**config.mk**
```make
export PLATFORM = sky130hd
export DESIGN_NAME = nibble_add_seq
export DESIGN_NICKNAME = d
export VERILOG_FILES = /design/src/rtl/nibble_add_pkg.sv /design/src/rtl/nibble_add_seq_cla4.sv /design/src/rtl/nibble_add_seq.sv
export SDC_FILE = /design/constraint.sdc
export NUM_CORES = 1
export LEC_CHECK = 0
export CORE_MARGIN = 8
export CORE_UTILIZATION = 34
export CTS_CLUSTER_DIAMETER = 200
export DETAILED_ROUTE_END_ITERATION = 10
export HOLD_SLACK_MARGIN = 0.15
export PLACE_DENSITY_LB_ADDON = 0.25
export REMOVE_ABC_BUFFERS = 1
export SLEW_MARGIN = 20
export SYNTH_ARGS = -nofsm -noshare
export SYNTH_HDL_FRONTEND = slang
export SYNTH_SLANG_ARGS = --single-unit
```
**constraint.sdc**
```tcl
create_clock -name clk -period 6.5 [get_ports clk]
set_input_delay 0.65 -clock clk [delete_from_list [all_inputs] [get_ports clk]]
set_output_delay 0.65 -clock clk [all_outputs]
set_load 0.01 [all_outputs]
```
**src/rtl/nibble_add_pkg.sv**
```systemverilog
// Shared types and constants for the nibble-serial adder/subtractor.
package nibble_add_pkg;

  typedef enum logic [1:0] {IDLE, RUN, DONE} state_t;

  localparam int NIBBLE_W = 4;

  function automatic int idx_width(input int nibbles);
    return (nibbles > 1) ? $clog2(nibbles) : 1;
  endfunction

endpackage

```
**src/rtl/nibble_add_seq_cla4.sv**
```systemverilog
// Combinational 4-bit carry-lookahead slice, reused once per nibble pass.
module cla4_slice (
  input  logic [3:0] a,
  input  logic [3:0] b,
  input  logic       cin,
  output logic [3:0] s,
  output logic       c3,
  output logic       c4
);

  logic [3:0] g;
  logic [3:0] p;
  logic       c1;
  logic       c2;

  assign g = a & b;
  assign p = a | b;

  assign c1 = g[0] | (p[0] & cin);
  assign c2 = g[1] | (p[1] & g[0]) | (p[1] & p[0] & cin);
  assign c3 = g[2] | (p[2] & g[1]) | (p[2] & p[1] & g[0]) | (p[2] & p[1] & p[0] & cin);
  assign c4 = g[3] | (p[3] & g[2]) | (p[3] & p[2] & g[1]) | (p[3] & p[2] & p[1] & g[0])
            | (p[3] & p[2] & p[1] & p[0] & cin);

  // p is a|b (lookahead form), so the sum bit needs the true xor
  assign s = a ^ b ^ {c3, c2, c1, cin};

endmodule

```
**src/rtl/nibble_add_seq.sv**
```systemverilog
// Nibble-serial WIDTH-bit add/sub with valid/ready handshakes.
// Define NIBBLE_ADD_SEQ_B2B_EN to accept a new operation on the result handshake edge.
module nibble_add_seq
  import nibble_add_pkg::*;
#(
  parameter int WIDTH = 32
) (
  input  logic             clk,
  input  logic             rst,
  input  logic             in_valid,
  output logic             in_ready,
  input  logic [WIDTH-1:0] in_a,
  input  logic [WIDTH-1:0] in_b,
  input  logic             in_sub,
  output logic             out_valid,
  input  logic             out_ready,
  output logic [WIDTH-1:0] out_sum,
  output logic             out_cout,
  output logic             out_overflow,
  output logic             busy
);

  localparam int NIBBLES = WIDTH / NIBBLE_W;
  localparam int IW      = idx_width(NIBBLES);
  localparam logic [IW-1:0] LAST = IW'(NIBBLES - 1);

  state_t                    state;
  logic   [IW-1:0]           idx;
  logic                      carry;
  logic   [WIDTH-1:0]        opa;
  logic   [WIDTH-1:0]        opb;
  logic   [WIDTH-NIBBLE_W-1:0] res;

  logic [NIBBLE_W-1:0] s;
  logic                c3;
  logic                c4;
  logic                accept;

  cla4_slice u_slice (
    .a  (opa[NIBBLE_W-1:0]),
    .b  (opb[NIBBLE_W-1:0]),
    .cin(carry),
    .s  (s),
    .c3 (c3),
    .c4 (c4)
  );

`ifdef NIBBLE_ADD_SEQ_B2B_EN
  assign in_ready = (state == IDLE) || ((state == DONE) && out_ready);
`else
  assign in_ready = (state == IDLE);
`endif

  assign accept = in_valid && in_ready;

  // Operands shift right each pass so the slice always sees bit 0; the low
  // result nibbles shift in from the top of res and land aligned on the last pass.
  always_ff @(posedge clk) begin
    if (rst) begin
      state        <= IDLE;
      idx          <= '0;
      carry        <= 1'b0;
      out_valid    <= 1'b0;
      out_cout     <= 1'b0;
      out_overflow <= 1'b0;
      out_sum      <= '0;
      busy         <= 1'b0;
    end else begin
      case (state)
        RUN: begin
          opa   <= opa >> NIBBLE_W;
          opb   <= opb >> NIBBLE_W;
          res   <= {s, res[WIDTH-NIBBLE_W-1:NIBBLE_W]};
          carry <= c4;
          idx   <= idx + 1'b1;
          if (idx == LAST) begin
            out_sum      <= {s, res};
            out_cout     <= c4;
            out_overflow <= c3 ^ c4;
            out_valid    <= 1'b1;
            idx          <= '0;
            state        <= DONE;
          end
        end
        DONE: begin
          if (out_ready) begin
            out_valid <= 1'b0;
            busy      <= 1'b0;
            state     <= IDLE;
          end
        end
        default: ;
      endcase

      if (accept) begin
        opa   <= in_a;
        opb   <= in_sub ? ~in_b : in_b;
        carry <= in_sub;
        idx   <= '0;
        busy  <= 1'b1;
        state <= RUN;
      end
    end
  end

endmodule

```
== After elaboration in Yosys (flattened, before gate mapping) ==
Index checks and enable logic that the tools add are counted.

* Add/subtract/negate cells: 1
* Equality and inequality tests: 7
* Multiplexer cells: 17
* Bitwise operators: 33
* Reductions and logical operators: 14

{| class="wikitable"
|+ Operators by type and width
! kind !! number
|-
| 2-to-1 mux 32 bit || 5
|-
| inverter 32 bit || 1
|-
| AND 1 bit || 16
|-
| bitwise OR 1 bit || 10
|-
| AND reduction 2 bit || 4
|-
| nonzero test 2 bit || 4
|-
| bitwise XOR 4 bit || 2
|-
| 2-to-1 mux 1 bit || 7
|-
| != test 3 bit (second input constant) || 2
|-
| AND reduction 3 bit || 2
|-
| AND 4 bit || 1
|-
| 2-to-1 mux 2 bit || 2
|-
| != test 2 bit (second input constant) || 2
|-
| bitwise OR 4 bit || 1
|-
| case mux 2 bit (2 select lines) || 1
|-
| adder 3 x 1 -> 3 bit (second input constant) || 1
|-
| equality test 3 bit (second input constant) || 1
|-
| 2-to-1 mux 3 bit || 1
|-
| nonzero test 3 bit || 1
|-
| equality test 2 x 1 -> 1 bit (second input constant) || 1
|-
| equality test 2 bit (second input constant) || 1
|-
| zero test 2 bit || 1
|-
| case mux 1 bit (2 select lines) || 1
|-
| OR reduction 2 bit || 1
|-
| other kinds (3) || 3
|}

* Register bits after elaboration: 134
* Output and inout port bits: 37

== Depth between registers and ports, before layout ==
Gate-level depths: netlist (run 1).

* Depth in word-level cells: 8
* Depth in mapped cells: 7
* Depth with buffers taken out: 6

== Cells and area by module ==
From an unflattened synthesis (run 1), not the netlist that was laid out.

* Cell total of the unflattened synthesis: 524
* Area, all modules: 5607.9 um2

{| class="wikitable"
|+ Modules (own cells, without submodules)
! module !! times used !! cells each !! area an instance (um2) !! seq. area each (um2)
|-
| nibble_add_seq || 1 || 485 || 5298.8 || 3603.5
|-
| cla4_slice || 1 || 39 || 309.0 || 0.0
|}

== Worst setup path after synthesis (run 1) ==
Ideal clock, no wire load.

* Path kind: input to register
* From: input port rst
* To: register opa[0], enable pin
* Library setup time: 0.486 ns
* Arrival: 3.739 ns
* Slack: 2.274 ns
* Stages: 3
* Path buffers: 2
* Cell sequence: clkbuf_1 -> clkbuf_1 -> nor2_1

* Longest elaborated chain between the ends: 2

{| class="wikitable"
|+ Ends and longest elaborated chain
! item !! RTL line !! text
|-
| start, declared || nibble_add_seq.sv:9 || <nowiki>input logic rst,</nowiki>
|-
| inverter 1 bit (no line) || -- ||
|-
| AND reduction 2 bit (no line) || -- ||
|-
| end signal, assigned || nibble_add_seq.sv:71 || <nowiki>opa <= opa >> NIBBLE_W;</nowiki>
|-
| end signal, assigned || nibble_add_seq.sv:96 || <nowiki>opa <= in_a;</nowiki>
|-
| end, declared || nibble_add_seq.sv:30 || <nowiki>logic [WIDTH-1:0] opa;</nowiki>
|}

Every way passes these cells.
A chain may end at the register's enable or synchronous reset.

== Final worst setup path (run 1) ==
* From: input port in_valid
* To: register opb[8], enable pin

* Longest elaborated chain between the ends: 3

{| class="wikitable"
|+ Ends and longest elaborated chain
! item !! RTL line !! text
|-
| start, declared || nibble_add_seq.sv:10 || <nowiki>input logic in_valid,</nowiki>
|-
| logical AND 1 bit || nibble_add_seq.sv:54 || <nowiki>assign accept = in_valid && in_ready;</nowiki>
|-
| nonzero test 2 bit (no line) || -- ||
|-
| AND reduction 2 bit (no line) || -- ||
|-
| end signal, assigned || nibble_add_seq.sv:72 || <nowiki>opb <= opb >> NIBBLE_W;</nowiki>
|-
| end signal, assigned || nibble_add_seq.sv:97 || <nowiki>opb <= in_sub ? ~in_b : in_b;</nowiki>
|-
| end, declared || nibble_add_seq.sv:31 || <nowiki>logic [WIDTH-1:0] opb;</nowiki>
|}

Every way passes these cells.

==> impl_summary.txt, run 1 <==
----------------------------------------------------
[Timing]
  Clock period minus worst slack ... 2341 ps
  Part of the cycle the worst path needs ... 0.3601
  Setup repair after global routing missed its margin ... no
  Setup_tns ... 0 ps
  FMAX ... 427.2 MHz
  Rel. slew slack ... 0.3827
  Hold Slack ... 448.2 ps
  Final hold violations ... 0
  Largest clock skew in the final design ... 7.029 ps
  Final setup viols ... 0
  Final count of pins violating max slew ... 0
  Pin slew with the least headroom to its limit ... 925.9 ps

[Logic synthesis]
  Synthesized area ... 5567 sq um
  Main area contributors after synthesis ... edfxtp_1, dfxtp_1, nand2_1, xnor2_1, a21oi_1
  Number of warnings printed during yosys synthesis ... 0
  Cell count after synthesis ... 520
  Flop and latch count out of synthesis ... 134
  Portion of the post-synthesis area used by sequential elements ... 0.6473
  Count of flip-flops with a built-in enable after synthesis ... 92
  Number of distinct library cells after synthesis ... 36
  Ys flop type ... edfxtp_1
  Share of flip-flops with an asynchronous set or reset ... 0
  Post-Syn Area per Cell ... 10.70 sq um
  Most area-hungry cell type in the Yosys netlist ... edfxtp_1
  Area share of the largest cell type after synthesis ... 0.4963

[Critical path]
  Crit Path Max Fanout ... 64
  Arrival time worst endpoint ... 2370 ps
  Required time reported for the critical path endpoint ... 6530 ps
  Endpoint class of the critical path ... flip-flop
  Number of buffer and inverter instances along the worst setup path ... 2
  Cell family with most CP delay ... buffers and inverters
  Critical Path Source Type ... input port
  Peak per-stage delay on the critical path ... 660 ps
  Startpoint-to-endpoint class of the critical path ... input port to flip-flop
  Library cell contributing the largest single delay on the critical path ... clkdlybuf4s50_1
  Cell-by-cell trace of the critical path ... clkdlybuf4s50_1 -> o21bai_1 -> nor2_4 -> buf_4

[Floorplan]
  Core ar. ... 15,940 sq um
  Vertical extent of the die ... 144.0 um
  Ports ... 106
  Number of cell rows ... 46
  Starting density of the core ... 0.3492
  Die Outline Area ... 20,720 sq um
  Horizontal extent of the die ... 144.0 um

[Final layout]
  Fill cells ... 1,496
  Relative area change from synthesis to final layout ... 32.97%
  Proportion of layout cells with a drive suffix above 1 ... 0.06962
  Antenna diode count ... 0
  Post-layout utilization of the core ... 0.4643
  Final nets ... 699

[Power]
  Power density relative to cell area ... 286.2 nW/um^2
  Largest vdd supply drop ... 0.0001976 V
  Static leakage power ... 2.684 nW

[Placement]
  Final Wtd Congestion ... 0.7560
  Estimated wirelength of the detail-placed design ... 7.517 mm
  Number of buffers added on ports ... 105

[Job]
  Max-cap violations ... 0

[Routing]
  Detailed-route DRC error count ... 0
  Average routed wire per standard cell ... 13.11 um
  Vias ... 3,825
  Average vias per placed instance ... 4.511
  Number of nets with antenna violations after detailed routing ... 0
  Violation count after the first detailed-route iteration ... 210
  Final WL ... 11.12 mm
  Length of the first detailed-routing pass in iterations ... 6

[GRT]
  Largest net degree at the start of global routing ... 66
  Total congestion overflow ... 0
  Via count of the first global-routing pass ... 3,810
  GR Util All Layers ... 0.1112
  Initial antenna violation count ... 0
  First-pass GRT wire length ... 18.23 mm

[Worst hold path]
  Min-Delay Path Class ... flip-flop to flip-flop

[Clock tree]
  Post-CTS setup repair buffer count ... 0
  Number of clock sinks ... 134
  TritonCTS Buffers ... 17
  Max H-tree Level ... 4
  Clock Latency Late Sink ... 410 ps
  CTS resizes ... 0
  Clk root buf ... clkbuf_16
  Longest Clk Path Bufs ... 2
  TritonCTS clock tree ... built
  Clock input transition at the sequential cells of the worst setup and hold paths ... 50 ps
  Number of buffers inserted for hold repair after clock tree synthesis ... 0

[Run status]
  Run status ... finished, final reports clean

----------------------------------------------------
==> state kept, by name, indices dropped and copies added (netlist names) <==
| name | cells |
|---|---|
| out_overflow | 1 |
| out_cout | 1 |
| out_sum | 32 |
| opb | 32 |
| carry | 1 |
| res | 28 |
| idx | 3 |
| state | 2 |
| busy | 1 |
| out_valid | 1 |
| opa | 32 |
==> logic make-up (layout without fill, tap and decap cells) <==
kind of cell | Yosys count | count (layout) | synth area share
buffers and inverters | 43 | 155 | 0.03282
DFF | 134 | 134 | 0.6473
and+or+nand+nor | 216 | 216 | 0.1582
xor gates and xnor gates | 35 | 35 | 0.05507
adders and majority gates | 11 | 11 | 0.02607
AOI/OAI and AO/OA | 81 | 81 | 0.08047
==> power by group <==
group          total (mW)  switching, mW  leakage (nW)  internal [mW]
logic               0.177         0.0925          1.18         0.0849
clock network       0.955          0.346         0.290          0.609
registers           0.986         0.0158          1.21          0.970
==> final timing paths <==
check,from,end,slack (ps),cells past startpoint
worst max-delay path,in_valid,opb[8]$_DFFE_PP_,4160,4
worst min register to register,res[27]$_DFFE_PP_,res[23]$_DFFE_PP_,450,0
worst max register to register,state[1]$_SDFFE_PP0P_,opb[16]$_DFFE_PP_,4380,4
worst min-delay path,res[27]$_DFFE_PP_,res[23]$_DFFE_PP_,450,0
==> layout make-up <==
class,instances,area [sq um],area share
sequential,134,3603,0.4868
clock inverter,11,118.9,0.01606
multi-input combinational,343,1795,0.2426
clock buffer,21,483.0,0.06525
inverter,12,45.04,0.006085
tap,216,270.3,0.03651
timing repair buffer,111,1086,0.1467
==> layout by cell type (no fill, tap or decap), drive strengths merged, types with 2 or more instances in the layout <==
cell type,instances
clkinv,4
a21oi,39
nor3,3
o21ai,31
clkdlybuf4s50,103
a22oi,2
xnor2,34
and3,4
bufinv,2
clkbuf,21
and2,2
nand2b,2
nand3,2
buf,8
nor2,17
a211o,2
ha,10
inv,14
edfxtp,92
clkinvlp,3
nand3b,5
nand2,176
dfxtp,42
==> metal layers <==
layer  vias to the layer above  track usage  routed length [um]
met5                         -            0                   0
met4                         0      0.04538                 136
met3                        12      0.04081                 895
met2                       118       0.1663                4829
met1                      1740       0.1422                5259
li1                       1955            -                   -
==> through the flow <==
step,setup slack (ps),cell area (sq um),power (mW),instances
3_3_place_gp,3830,6800,1.179,816
2_1_floorplan,2557,5429,1.100,489
6_report,4159,7402,2.118,848
3_5_place_dp,3724,6800,1.186,816
4_1_cts,4141,7402,2.145,848
5_1_grt,4013,7402,2.197,848
==> cell usage after synthesis, types with 2 or more instances <==
cell      count
inv_1        12
a21oi_1      39
nand2b_1      2
edfxtp_1     92
dfxtp_1      42
a22oi_1       2
nand2_1     176
a211o_1       2
ha_1         10
nor3_1        3
nand3b_1      5
nand3_1       2
buf_2        17
o21ai_0      31
xnor2_1      34
clkbuf_1     13
and3_1        4
nor2_1       16
Note: power is estimated with default switching activity, not from simulation.
==> run 2: changes to the inputs <==
==> constraint.sdc (replaced) <==
create_clock -name clk -period 2.35 [get_ports clk]
set_input_delay 0.235 -clock clk [delete_from_list [all_inputs] [get_ports clk]]
set_output_delay 0.235 -clock clk [all_outputs]
set_load 0.01 [all_outputs]
==> run 2 against run 1 <==
Clock power grew to 3.0 times the previous value. Sequential share of layout area fell by 0.71 points. Worst hold slack got worse by 170 ps. Via count down 1.0%. Total power increased to 2.9 times the previous value. Highest routed layer unchanged.
==> impl_summary.txt, run 2 (synthesis results as in run 1) <==
----------------------------------------------------
[Critical path]
  Arrival time worst endpoint ... 1660 ps (was 2370 ps)
  Worst Setup SP ... state[1]$_SDFFE_PP0P_ (was in_valid)
  Number of buffer and inverter instances along the worst setup path ... 1 (was 2)
  Critical Path Source Type ... flip-flop (was input port)
  Cell-by-cell trace of the critical path ... nor2_4 -> clkdlybuf4s50_1 (was clkdlybuf4s50_1 -> o21bai_1 -> nor2_4 -> buf_4)
  Worst reg2reg path endpoint ... opa[2]$_DFFE_PP_ (was opb[16]$_DFFE_PP_)
  Start of the worst register-to-register path ... state[1]$_SDFFE_PP0P_ (unchanged)
  Capture point of the critical path ... in_ready (was opb[8]$_DFFE_PP_)
  Cell family with most CP delay ... buffers and inverters (unchanged)
  Critical path depth in cells ... 2 (was 4)
  Startpoint-to-endpoint class of the critical path ... flip-flop to output port (was input port to flip-flop)
  Flop2flop setup slack ... 500 ps (was 4380 ps)
  Required time reported for the critical path endpoint ... 2120 ps (was 6530 ps)
  Endpoint class of the critical path ... output port (was flip-flop)
  Library cell contributing the largest single delay on the critical path ... clkdlybuf4s50_1 (unchanged)
  Crit Path Max Fanout ... 13 (was 64)
  Cells on worst reg2reg path ... 4 (unchanged)
  Peak per-stage delay on the critical path ... 570 ps (was 660 ps)

[GRT]
  Total congestion overflow ... 0 (unchanged)
  Initial antenna violation count ... 0 (unchanged)
  GR Util All Layers ... 0.1145 (was 0.1112)
  First-pass GRT wire length ... 18.52 mm (was 18.23 mm)
  Largest net degree at the start of global routing ... 65 (was 66)
  Via count of the first global-routing pass ... 3,854 (was 3,810)

[Routing]
  Length of the first detailed-routing pass in iterations ... 5 (was 6)
  Average routed wire per standard cell ... 13.39 um (was 13.11 um)
  Number of nets with antenna violations after detailed routing ... 0 (unchanged)
  Final WL ... 11.43 mm (was 11.12 mm)
  Average vias per placed instance ... 4.437 (was 4.511)
  Detailed-route DRC error count ... 0 (unchanged)
  Vias ... 3,785 (was 3,825)
  Violation count after the first detailed-route iteration ... 230 (was 210)

[Job]
  Max-cap violations ... 0 (unchanged)

[Timing]
  Clock period minus worst slack ... 1898 ps
  Final worst setup slack ... 451.9 ps (was 4159 ps)
  Setup repair after global routing missed its margin ... no (unchanged)
  Final setup viols ... 0 (unchanged)
  Final hold violations ... 0 (unchanged)
  Final count of pins violating max slew ... 0 (unchanged)
  FMAX ... 526.8 MHz
  Part of the cycle the worst path needs ... 0.8077
  Hold Slack ... 281.3 ps (was 448.2 ps)
  Rel. slew slack ... 0.3636 (was 0.3827)
  Setup_tns ... 0 ps (unchanged)
  Largest clock skew in the final design ... 15.27 ps (was 7.029 ps)
  Pin slew with the least headroom to its limit ... 954.6 ps (was 925.9 ps)

[Floorplan]
  Horizontal extent of the die ... 144.0 um (unchanged)
  Die Outline Area ... 20,720 sq um (unchanged)
  Vertical extent of the die ... 144.0 um (unchanged)
  Starting density of the core ... 0.3492 (unchanged)
  Core ar. ... 15,940 sq um (unchanged)
  Number of cell rows ... 46 (unchanged)
  Ports ... 106 (unchanged)

[Final layout]
  Commonest cells after routing, fill and taps aside ... nand2_1, clkdlybuf4s50_1, edfxtp_1 (unchanged)
  Final nets ... 704 (was 699)
  Most common cell after layout, fill and taps aside ... nand2_1 (unchanged)
  Fill cells ... 1,468 (was 1,496)
  Antenna diode count ... 0 (unchanged)
  Footprint of the multi-input gates ... 1795 sq um (unchanged)
  Relative area change from synthesis to final layout ... 34.95% (was 32.97%)
  Proportion of layout cells with a drive suffix above 1 ... 0.07849 (was 0.06962)
  Area of all sequential standard cells ... 3603 sq um (unchanged)
  Largest registers ranked by flip-flop count ... opa: 32 flops, opb: 32 flops, out_sum: 32 flops (unchanged)
  Number of cells in the finished layout apart from fillers ... 853 (was 848)

[Power]
  Total chip power ... 6.074 mW (was 2.118 mW)
  Switching Power ... 1.268 mW (was 454.2 uW)
  Gate power share ... 0.084 (about the same)
  Power density relative to cell area ... 808.5 nW/um^2 (was 286.2 nW/um^2)
  Static leakage power ... 2.742 nW (was 2.684 nW)
  Switch share ... 0.2089 (was 0.2144)
  Internal power ... 4.805 mW (was 1.664 mW)
  Largest vdd supply drop ... 0.0005002 V (was 0.0001976 V)
  Power share of the sequential group ... 0.449 (was 0.466)
  Clock group share of total power ... 0.467 (was 0.451)

[Clock tree]
  Number of buffers inserted for hold repair after clock tree synthesis ... 0 (unchanged)
  Clk root buf ... clkbuf_16 (unchanged)
  TritonCTS clock tree ... built (unchanged)
  Post-CTS setup repair buffer count ... 0 (unchanged)
  Clock Latency Late Sink ... 410 ps (about the same)
  Clock input transition at the sequential cells of the worst setup and hold paths ... 60 ps (was 50 ps)
  Max H-tree Level ... 4 (unchanged)
  Number of clock sinks ... 134 (unchanged)
  CTS resizes ... 0 (unchanged)
  TritonCTS Buffers ... 17 (unchanged)
  Longest Clk Path Bufs ... 2 (unchanged)

[Run status]
  Run status ... finished, final reports clean (unchanged)

[Placement]
  # placed instances ... 821 (was 816)
  Final Wtd Congestion ... 0.7581 (was 0.7560)
  Estimated wirelength of the detail-placed design ... 7.984 mm (was 7.517 mm)
  Number of buffers added on ports ... 105 (unchanged)
  Post-placement worst setup slack ... 227.2 ps (was 3724 ps)

[Worst hold path]
  Min-Delay Path Class ... input port to flip-flop (was flip-flop to flip-flop)

----------------------------------------------------
[run 2: cell count changes in the layout (fill, tap and decap cells not counted), sizes merged]
| cell | change |
|---|---|
| buf | +5 |
| bufinv | +3 |
| clkbuf | -3 |
| clkinv | +3 |
| clkinvlp | -1 |
| inv | -2 |
[run 2: how the worst min path moves through the flow]
| stage | to | slack, ps | start | cells past startpoint |
|---|---|---|---|---|
| 2_1_floorplan | out_overflow$_SDFFE_PP0P_ | 300 | rst | 1 |
| 3_3_place_gp | res[9]$_DFFE_PP_ | 430 | res[13]$_DFFE_PP_ | 0 |
| 3_5_place_dp | res[9]$_DFFE_PP_ | 430 | res[13]$_DFFE_PP_ | 0 |
| 4_1_cts | busy$_SDFFE_PP0P_ | 260 | rst | 2 |
| 5_1_grt | idx[0]$_SDFFE_PP0P_ | 310 | rst | 2 |
| 6_report | busy$_SDFFE_PP0P_ | 280 | rst | 2 |
[run 2: power by group through the flow]
stage          registers (mW)  logic, mW  clock network, mW
4_1_cts                  2.73      0.519               2.91
2_1_floorplan            2.77      0.271                  0
6_report                 2.73      0.509               2.84
3_5_place_dp             2.78      0.518                  0
5_1_grt                  2.74      0.574               2.99
3_3_place_gp             2.77      0.504                  0
[run 2: per-stage QoR]
stage	utilization	area (sq um)
after detailed placement	0.4313	6875
after floorplan	-	5429
after global placement	0.4313	6875
after CTS	0.4712	7512
after global routing	0.4712	7512
final	0.4712	7512
[run 2: worst reg2reg max path: stages, from the launching register on]
cell	delay [ps]
dfxtp_1	440
nor2_4	230
and2_1	790
nand2_1	150
nand2_1	90
[run 2: per-layer routing]
| layer | vias to the layer above | GRT usage | share of wire |
|---|---|---|---|
| met2 | 95 | 0.1744 | 0.45 |
| met5 | - | 0 | 0 |
| li1 | 1955 | - | - |
| met1 | 1733 | 0.1429 | 0.48 |
| met4 | 0 | 0.03985 | 0.0019 |
| met3 | 2 | 0.04778 | 0.065 |
[run 2: area by class of cell]
| class | instances | area share |
|---|---|---|
| multi-input cells | 343 | 0.2390 |
| flip-flops and latches | 134 | 0.4797 |
| clock buffers | 18 | 0.05713 |
| clock inverters | 14 | 0.02765 |
| repair buffers | 116 | 0.1546 |
| inverters | 12 | 0.005996 |
| well taps | 216 | 0.03598 |
==> run 3: changes to the inputs <==
==> constraint.sdc (replaced) <==
create_clock -name clk -period 1.7 [get_ports clk]
set_input_delay 0.17 -clock clk [delete_from_list [all_inputs] [get_ports clk]]
set_output_delay 0.17 -clock clk [all_outputs]
set_load 0.01 [all_outputs]
==> run 3 against run 2 <==
Clock skew is 8.2 ps lower. First-iteration DRC count is 10% lower. Design area is 2.3% higher. Sequential share of layout area is 1.1 points lower. Setup slack worse by 370 ps. Via count is 3.0% higher. Critical path depth is 4 higher. Wire length is 1.2% higher. Sequential power is 38% higher. Final cell count is 2.0% higher. Non-clock buffer count is 17 higher. Core utilization is 1.1 points higher. Critical path type is now flip-flop to flip-flop. Largest power group unchanged.
==> impl_summary.txt, run 3 (synthesis results as in run 1) <==
----------------------------------------------------
[Critical path]
  Peak per-stage delay on the critical path ... 340 ps (was 570 ps)
  Crit Path Max Fanout ... 5 (was 13)
  Worst Setup SP ... opa[0]$_DFFE_PP_ (was state[1]$_SDFFE_PP0P_)
  Start of the worst register-to-register path ... opa[0]$_DFFE_PP_ (was state[1]$_SDFFE_PP0P_)
  Cell-by-cell trace of the critical path ... inv_1 -> ha_1 -> nand2b_1 -> a211o_1 -> a211o_1 -> a311oi_2 (was nor2_4 -> clkdlybuf4s50_1)
  Flop2flop setup slack ... 80 ps (was 500 ps)
  Cells on worst reg2reg path ... 6 (was 4)
  Worst reg2reg path endpoint ... out_overflow$_SDFFE_PP0P_ (was opa[2]$_DFFE_PP_)
  Endpoint class of the critical path ... flip-flop (was output port)
  Critical Path Source Type ... flip-flop (unchanged)
  Required time reported for the critical path endpoint ... 2020 ps (was 2120 ps)
  Library cell contributing the largest single delay on the critical path ... edfxtp_1 (was clkdlybuf4s50_1)
  Arrival time worst endpoint ... 1940 ps (was 1660 ps)
  Cell type with the highest occurrence count on the critical path ... a211o_1
  Startpoint-to-endpoint class of the critical path ... flip-flop to flip-flop (was flip-flop to output port)

[GRT]
  First-pass GRT wire length ... 18.94 mm (was 18.52 mm)
  GR Util All Layers ... 0.1164 (was 0.1145)
  Via count of the first global-routing pass ... 3,931 (was 3,854)
  Largest net degree at the start of global routing ... 43 (was 65)
  Total congestion overflow ... 0 (unchanged)
  Initial antenna violation count ... 0 (unchanged)

[Timing]
  Final hold violations ... 0 (unchanged)
  Rel. slew slack ... 0.7235 (was 0.3636)
  Clock period minus worst slack ... 1616 ps
  FMAX ... 618.9 MHz
  Setup_tns ... 0 ps (unchanged)
  Pin slew with the least headroom to its limit ... 414.8 ps (was 954.6 ps)
  Part of the cycle the worst path needs ... 0.9505
  Final setup viols ... 0 (unchanged)
  Largest clock skew in the final design ... 7.111 ps (was 15.27 ps)
  Final count of pins violating max slew ... 0 (unchanged)

[Power]
  Largest vdd supply drop ... 0.0007060 V (was 0.0005002 V)
  Total chip power ... 8.312 mW (was 6.074 mW)
  Static leakage power ... 2.830 nW (was 2.742 nW)
  Power density relative to cell area ... 1081 nW/um^2 (was 808.5 nW/um^2)

[Placement]
  Number of buffers added on ports ... 105 (unchanged)
  Final Wtd Congestion ... 0.7596 (was 0.7581)
  Estimated wirelength of the detail-placed design ... 8.234 mm (was 7.984 mm)

[Routing]
  Average vias per placed instance ... 4.483 (was 4.437)
  Final WL ... 11.56 mm (was 11.43 mm)
  Average routed wire per standard cell ... 13.29 um (was 13.39 um)
  Length of the first detailed-routing pass in iterations ... 4 (was 5)
  Vias ... 3,900 (was 3,785)
  Detailed-route DRC error count ... 0 (unchanged)
  Number of nets with antenna violations after detailed routing ... 0 (unchanged)
  Violation count after the first detailed-route iteration ... 207 (was 230)

[Worst hold path]
  Worst hold path stage count ... 2 (unchanged)
  Worst hold path endpoint ... idx[1]$_SDFFE_PP0P_ (was busy$_SDFFE_PP0P_)
  Startpoint of the most critical hold path ... rst (unchanged)
  Min-Delay Path Class ... input port to flip-flop (unchanged)

[Clock tree]
  Max H-tree Level ... 4 (unchanged)
  Number of clock sinks ... 134 (unchanged)
  Clock input transition at the sequential cells of the worst setup and hold paths ... 60 ps (about the same)
  Clock Latency Late Sink ... 410 ps (about the same)
  Clk root buf ... clkbuf_16 (unchanged)
  Longest Clk Path Bufs ... 2 (unchanged)
  TritonCTS Buffers ... 17 (unchanged)
  Number of buffers inserted for hold repair after clock tree synthesis ... 0 (unchanged)
  TritonCTS clock tree ... built (unchanged)

[Floorplan]
  Die Outline Area ... 20,720 sq um (unchanged)
  Core ar. ... 15,940 sq um (unchanged)
  Starting density of the core ... 0.3492 (unchanged)
  Horizontal extent of the die ... 144.0 um (unchanged)
  Number of cell rows ... 46 (unchanged)
  Ports ... 106 (unchanged)
  Vertical extent of the die ... 144.0 um (unchanged)

[Final layout]
  Final nets ... 721 (was 704)
  Antenna diode count ... 0 (unchanged)
  Relative area change from synthesis to final layout ... 38.12% (was 34.95%)
  Fill cells ... 1,498 (was 1,468)
  Commonest cells after routing, fill and taps aside ... nand2_1, clkdlybuf4s50_1, edfxtp_1 (unchanged)
  Largest registers ranked by flip-flop count ... opa: 32 flops, opb: 32 flops, out_sum: 32 flops (unchanged)
  Most common cell after layout, fill and taps aside ... nand2_1 (unchanged)
  Proportion of layout cells with a drive suffix above 1 ... 0.1101 (was 0.07849)

[Job]
  Max-cap violations ... 0 (unchanged)

[Run status]
  Run status ... finished, final reports clean (unchanged)

----------------------------------------------------
==> run 3: cell count changes in the layout (fill, tap and decap cells not counted), moves of 2 or more <==
cell	change
buf_12	+3
buf_4	+13
bufinv_16	-2
clkbuf_8	+2
clkinv_2	-2
dfxtp_1	-2
dfxtp_2	+2
ha_1	-2
==> run 3: area by class of cell <==
class                      count  area (sq um)  area share
inverter                      12         45.04    0.005858
tap                          216         270.3     0.03515
clock buffer                  21         481.7     0.06265
timing repair buffer         133          1329      0.1728
multi-input combinational    343          1812      0.2356
clock inverter                11         145.1     0.01888
sequential                   134          3606      0.4690
==> run 3: worst max-delay path by stage <==
stage	to	slack [ps]	depth (start not counted)
CTS	out_overflow$_SDFFE_PP0P_	40	6
finish	out_overflow$_SDFFE_PP0P_	80	6
global placement	out_overflow$_SDFFE_PP0P_	90	6
global route	out_sum[31]$_SDFFE_PP0P_	-20	7
detailed placement	opa[28]$_SDFFCE_PN0P_	30	4
floorplan	opa[0]$_DFFE_PP_	-2130	2
==> run 3: timing repair <==
item,CTS,global route
pin swaps,1,1
endpoints found under the setup margin,1,24
resized for setup,2,6
buffers inserted,1,3
==> run 3: report_power, final <==
part	switching [mW]	total, mW	internal [mW]
registers	0.0580	3.77	3.71
clock network	1.32	3.79	2.47
logic	0.377	0.757	0.380
==> run 3: layer usage <==
metal  track usage  up-vias  routed length, um
met3       0.04114       17                881
met5             0        -                  0
met2        0.1801      109               5150
li1              -     1989                  -
met1        0.1451     1785               5366
met4       0.04649        0                162
==> run 3: worst max-delay path, delay by kind of cell (launching register included) <==
| kind | cells | cell delay, ps |
|---|---|---|
| AOI/OAI and AO/OA | 3 | 820 |
| buffers and inverters | 1 | 50 |
| and+or+nand+nor | 1 | 150 |
| adders and majority gates | 1 | 170 |
| DFF | 1 | 340 |
==> run 3: through the flow <==
step	instance area [sq um]	hold WS, ps	std cells	setup WS (ps)	utilization
final	7689	184.9	870	84.13	0.4823
after detailed placement	7010	433.6	834	34.60	0.4397
after floorplan	5429	237.9	489	-2132	-
after global placement	7010	429.4	834	85.34	0.4397
after global routing	7689	194.4	870	-17.60	0.4823
after CTS	7645	164.1	867	36.21	0.4795
